[src/rtl/uart_pkg.sv]
// Shared UART constants and state encoding for the transmitter and receiver.
// The PARITY state exists only when UART_TX_PARITY_EN is defined.
package uart_pkg;

`ifdef UART_TX_PARITY_EN
  typedef enum logic [2:0] {IDLE, START, DATA, PARITY, STOP} uart_state_t;
`else
  typedef enum logic [1:0] {IDLE, START, DATA, STOP} uart_state_t;
`endif

  localparam int   FRAME_DATA_BITS = 8;
  localparam logic START_BIT_VAL   = 1'b0;
  localparam logic STOP_BIT_VAL    = 1'b1;
  localparam logic IDLE_LINE_VAL   = 1'b1;

endpackage

[src/rtl/uart_bit_timer.sv]
// Bit-period timer: counts clk cycles while run is high, pulses bit_done on the
// last cycle of each bit and wraps to zero; held at zero while run is low.
module uart_bit_timer #(
  parameter int CLKS_PER_BIT = 8
) (
  input  logic clk,
  input  logic rst,
  input  logic run,
  output logic bit_done
);

  localparam int CNT_W = (CLKS_PER_BIT > 1) ? $clog2(CLKS_PER_BIT) : 1;
  localparam logic [CNT_W-1:0] LAST = CNT_W'(CLKS_PER_BIT - 1);

  logic [CNT_W-1:0] cnt;

  assign bit_done = run && (cnt == LAST);

  always_ff @(posedge clk or posedge rst) begin
    if (rst) begin
      cnt <= '0;
    end else if (!run || bit_done) begin
      cnt <= '0;
    end else begin
      cnt <= cnt + CNT_W'(1);
    end
  end

endmodule

[src/rtl/uart_tx.sv]
// UART transmitter: valid/ready byte input, LSB-first serial output with start/stop bits.
// Define UART_TX_PARITY_EN to insert an even-parity bit before the stop bit.
module uart_tx
  import uart_pkg::*;
#(
  parameter int CLKS_PER_BIT = 8,
  parameter int DATA_BITS    = 8
) (
  input  logic       clk,
  input  logic       rst,
  input  logic [7:0] tx_data,
  input  logic       tx_valid,
  output logic       tx_ready,
  output logic       tx,
  output logic       busy
);

  localparam int BIT_W = $clog2(FRAME_DATA_BITS);
  localparam logic [BIT_W-1:0] LAST_BIT = BIT_W'(DATA_BITS - 1);

  uart_state_t          state, state_next;
  logic [DATA_BITS-1:0] shift_reg;
  logic [BIT_W-1:0]     bit_cnt;
  logic                 bit_done;
  logic                 accept;
  logic                 tx_next;
`ifdef UART_TX_PARITY_EN
  logic                 parity_bit;
`endif

  assign tx_ready = (state == IDLE);
  assign busy     = (state != IDLE);
  assign accept   = tx_valid && tx_ready;

  uart_bit_timer #(.CLKS_PER_BIT(CLKS_PER_BIT)) u_bit_timer (
    .clk      (clk),
    .rst      (rst),
    .run      (busy),
    .bit_done (bit_done)
  );

  // tx is registered from the current state, so the line lags the FSM by one
  // cycle: the start bit appears on the edge after acceptance.
  always_comb begin
    state_next = state;
    tx_next    = IDLE_LINE_VAL;
    case (state)
      IDLE: begin
        if (accept) state_next = START;
      end
      START: begin
        tx_next = START_BIT_VAL;
        if (bit_done) state_next = DATA;
      end
      DATA: begin
        tx_next = shift_reg[0];
        if (bit_done && (bit_cnt == LAST_BIT)) begin
`ifdef UART_TX_PARITY_EN
          state_next = PARITY;
`else
          state_next = STOP;
`endif
        end
      end
`ifdef UART_TX_PARITY_EN
      PARITY: begin
        tx_next = parity_bit;
        if (bit_done) state_next = STOP;
      end
`endif
      STOP: begin
        tx_next = STOP_BIT_VAL;
        if (bit_done) state_next = IDLE;
      end
      default: state_next = IDLE;
    endcase
  end

  always_ff @(posedge clk or posedge rst) begin
    if (rst) begin
      state     <= IDLE;
      tx        <= IDLE_LINE_VAL;
      shift_reg <= '0;
      bit_cnt   <= '0;
`ifdef UART_TX_PARITY_EN
      parity_bit <= 1'b0;
`endif
    end else begin
      state <= state_next;
      tx    <= tx_next;
      if (accept) begin
        shift_reg <= tx_data;
`ifdef UART_TX_PARITY_EN
        parity_bit <= ^tx_data;
`endif
      end else if ((state == DATA) && bit_done) begin
        shift_reg <= shift_reg >> 1;
      end
      if (state != DATA) begin
        bit_cnt <= '0;
      end else if (bit_done) begin
        bit_cnt <= bit_cnt + BIT_W'(1);
      end
    end
  end

endmodule

[config.mk]
export PLATFORM = sky130hd
export DESIGN_NAME = uart_tx
export DESIGN_NICKNAME = d
export VERILOG_FILES = /design/src/rtl/uart_pkg.sv /design/src/rtl/uart_bit_timer.sv /design/src/rtl/uart_tx.sv
export SDC_FILE = /design/constraint.sdc
export NUM_CORES = 1
export LEC_CHECK = 0
export ABC_CLOCK_PERIOD_IN_PS = 2590
export BUFFER_PORTS_ARGS = -buffer_cell sky130_fd_sc_hd__buf_2
export CORE_MARGIN = 2
export CORE_UTILIZATION = 54
export CTS_BUF_LIST = sky130_fd_sc_hd__clkbuf_16
export DETAILED_ROUTE_END_ITERATION = 7
export PLACE_DENSITY = 0.84
export SYNTH_ARGS = -nofsm -noshare
export SYNTH_HDL_FRONTEND = slang
export SYNTH_HIERARCHICAL = 1
export SYNTH_SLANG_ARGS = --single-unit
[constraint.sdc]
create_clock -name clk -period 2.59 [get_ports clk]
set_input_delay 0.518 -clock clk [delete_from_list [all_inputs] [get_ports clk]]
set_output_delay 0.518 -clock clk [all_outputs]
set_load 0.02 [all_outputs]
==> impl_results.md <==
* # nets final at 113
* Flip-flop count of the largest register after layout at 8
* Die X at 44.7 um
* I/O Buffers at 13
* Post-CTS sizing at 0
* Largest net degree at the start of global routing at 17
* Max VDD drop at 539 uV
* Unrepaired setup endpoints after global routing: false
* Max-cap violation count at 0
* Tot GR Track Use at 0.191
* Layout cells sized above 1 at 0.239
* Multi-input gate area at 429 um2
* Hold Slack at 143 ps
* Worst Setup End Kind: flip-flop
* Area leader, netlist: dfrtp_1
* Worst-margin pin slew at 509 ps
* Final ANT Viol Nets at 0
* # IOs at 14
* Final Critical Period at 1940 ps
* R2r setup slk at 650 ps
* Seq pwr share at 0.368
* CTS tree: yes
* H-tree Lvls at 1
* Critical Path Source Type: flip-flop
* Clk slew on worst S/H paths at 50 ps
* # DRC at 0
* Tcrit/Tclk final at 0.750
* Syn Area/Cell at 11.5 um2
* Synth-to-Final Area Change at 16.7%
* Final Hold Fails at 0
* DRT Wirelength at 1490 um
* Clock sink total at 17
* Fillers at 112
* F_max at 0.515 GHz
* Reg2reg end: state[1]$_DFFE_PP0P_
* Syn Nets at 98
* Final core utilization at 0.684
* Status: finished clean
* Crit Path Class: flip-flop to flip-flop
* RePlAce Congestion at 0.672
* Clock root buffer: clkbuf_16
* Post-Route Skew at 4.63 ps
* Synthesized area at 893 um2
* Register area at 427 um2
* CTS Buf Count at 3
* Worst Hold Class: primary input to asynchronous set/reset pin
* Core footprint at 1520 um2
* Post-CTS Hold Fix Bufs at 0
* Drt pass-1 iters at 2
* Fin Setup TNS at 0 ps
* Final HPWL DP at 1110 um
* Initial antenna violation count at 0
* Int Pwr at 0.815 mW
* Sequential share of the synthesized area at 0.478
* Top area cells in the synthesized netlist: dfrtp_1, ha_1, mux2i_1, o21ai_1, nand2_1
* FP Rows at 14
* Sw Ratio at 0.332
* Worst R2R Path Depth at 7
* WL/cell at 13.8 um
* Pwr/cell area at 1170 nW/um2
* Vias per inst at 5.42
* GR Overflow Total at 0
* Distinct cells, synth at 22
* Diode count at 0
* Top cell type's share of synthesized area at 0.448
* Leak at 0.574 nW
* Post-CTS Setup Bufs at 0
* Placed Cells incl. Taps at 104
* Die height at 44.7 um
* Seq cells post-synth at 17
* Initial core utilization at 0.586
* Critical path required time at 2720 ps
* Clk buf depth at 2
* Max-slew violations at 0
* Dpl ws at 691 ps
* Setup violations, final at 0
* Clock share of power at 0.247
* Rel. slew slack at 0.660
* Worst Slack Setup Final at 647 ps
* First-pass GRT wire length at 2620 um
* DR iter-0 viols at 8
* Final std cells w/o fill at 108
* Post-Syn Instances at 78
* Comb pwr share at 0.385
* Switching power at 0.405 mW
* Worst skew pair latency at 250 ps
* Critical Path AT at 2070 ps
* Crit Path Max Fanout at 7
* Die ar. at 2000 um2
* RR Startpoint: state[0]$_DFFE_PP0P_
* Vias in the first global route at 572
* Synth Warn # at 6
* DR vias at 585
==> critical path: stages, from the launching register on <==
cell and delay (ps):
dfrtp_1 410, inv_1 100, ha_1 240, inv_1 170, and2_2 280, a21bo_1 150, o221a_4 180, mux2_4 290
==> cells by family (layout without fill, tap and decap cells) <==
kind of cell,after synthesis,after routing,synth area share
XOR/XNOR,1,1,0.00981
flip-flops,17,17,0.478
adder cells (fa/ha/maj),9,9,0.126
buffers and inverters,9,23,0.0420
AND/OR/NAND/NOR,19,19,0.119
AO/OA/AOI/OAI,12,12,0.0966
multiplexers,11,11,0.129
==> area by class of cell <==
class,count,area share
multi-input cells,52,0.412
flip-flops and latches,17,0.409
clock buffers,3,0.0720
repair buffers,13,0.0624
inverters,6,0.0216
well taps,16,0.0192
clock inverters,1,0.00360
==> placed cells by master, fill, tap and decap left out <==
| cell | netlist | layout |
|---|---|---|
| inv_1 | 6 | 7 |
| o221a_4 | 1 | 1 |
| clkbuf_16 | 0 | 3 |
| nand2_1 | 9 | 9 |
| mux2_4 | 1 | 1 |
| and2_2 | 1 | 1 |
| o22ai_1 | 1 | 1 |
| xor2_1 | 1 | 1 |
| ha_1 | 9 | 9 |
| nor2_1 | 1 | 1 |
| and2_1 | 2 | 2 |
| mux2i_1 | 10 | 10 |
| buf_2 | 2 | 13 |
| nor3b_2 | 1 | 1 |
| a21bo_1 | 1 | 1 |
| dfstp_2 | 1 | 1 |
| o32a_1 | 1 | 1 |
| dfrtp_1 | 16 | 16 |
| and3b_1 | 2 | 2 |
| nand2_2 | 1 | 1 |
| o21ai_1 | 8 | 8 |
| nor2b_1 | 2 | 2 |
==> routing by layer <==
metal  track usage  part of all wire
met1         0.262              0.45
met2         0.281              0.51
met3        0.0490             0.026
met4        0.0909             0.015
met5             0                 0
==> per-stage QoR <==
| step | instance area (um2) | total power, mW |
|---|---|---|
| after CTS | 1040 | 1.23 |
| after floorplan | 893 | 0.807 |
| after global placement | 963 | 0.881 |
| after global routing | 1040 | 1.30 |
| after detailed placement | 963 | 0.916 |
| final | 1040 | 1.22 |
==> cells in the mapped netlist, drive strengths merged <==
| cell | instances |
|---|---|
| o32a | 1 |
| ha | 9 |
| mux2i | 10 |
| mux2 | 1 |
| and2 | 3 |
| inv | 6 |
| nor2b | 2 |
| xor2 | 1 |
| o21ai | 8 |
| o221a | 1 |
| nor3b | 1 |
| nand2 | 10 |
| dfrtp | 16 |
| a21bo | 1 |
| o22ai | 1 |
| nor2 | 1 |
| dfstp | 1 |
| and3b | 2 |
| clkbuf | 1 |
| buf | 2 |
==> power by group through the flow <==
stage | Sequential, mW | Clock, mW | Combinational, mW
after floorplan | 0.442 | 0 | 0.365
after global placement | 0.442 | 0 | 0.439
after detailed placement | 0.455 | 0 | 0.461
after CTS | 0.450 | 0.304 | 0.476
after global routing | 0.463 | 0.314 | 0.526
final | 0.449 | 0.301 | 0.469
==> how the worst max path moves through the flow <==
stage | startpoint | cells after the start | to
2_1_floorplan | state[0]$_DFFE_PP0P_ | 8 | state[1]$_DFFE_PP0P_
3_3_place_gp | state[0]$_DFFE_PP0P_ | 7 | state[1]$_DFFE_PP0P_
3_5_place_dp | state[0]$_DFFE_PP0P_ | 7 | state[1]$_DFFE_PP0P_
4_1_cts | state[0]$_DFFE_PP0P_ | 7 | state[1]$_DFFE_PP0P_
5_1_grt | state[0]$_DFFE_PP0P_ | 7 | state[1]$_DFFE_PP0P_
6_report | state[0]$_DFFE_PP0P_ | 7 | state[1]$_DFFE_PP0P_
(Power assumes the default switching activity.)
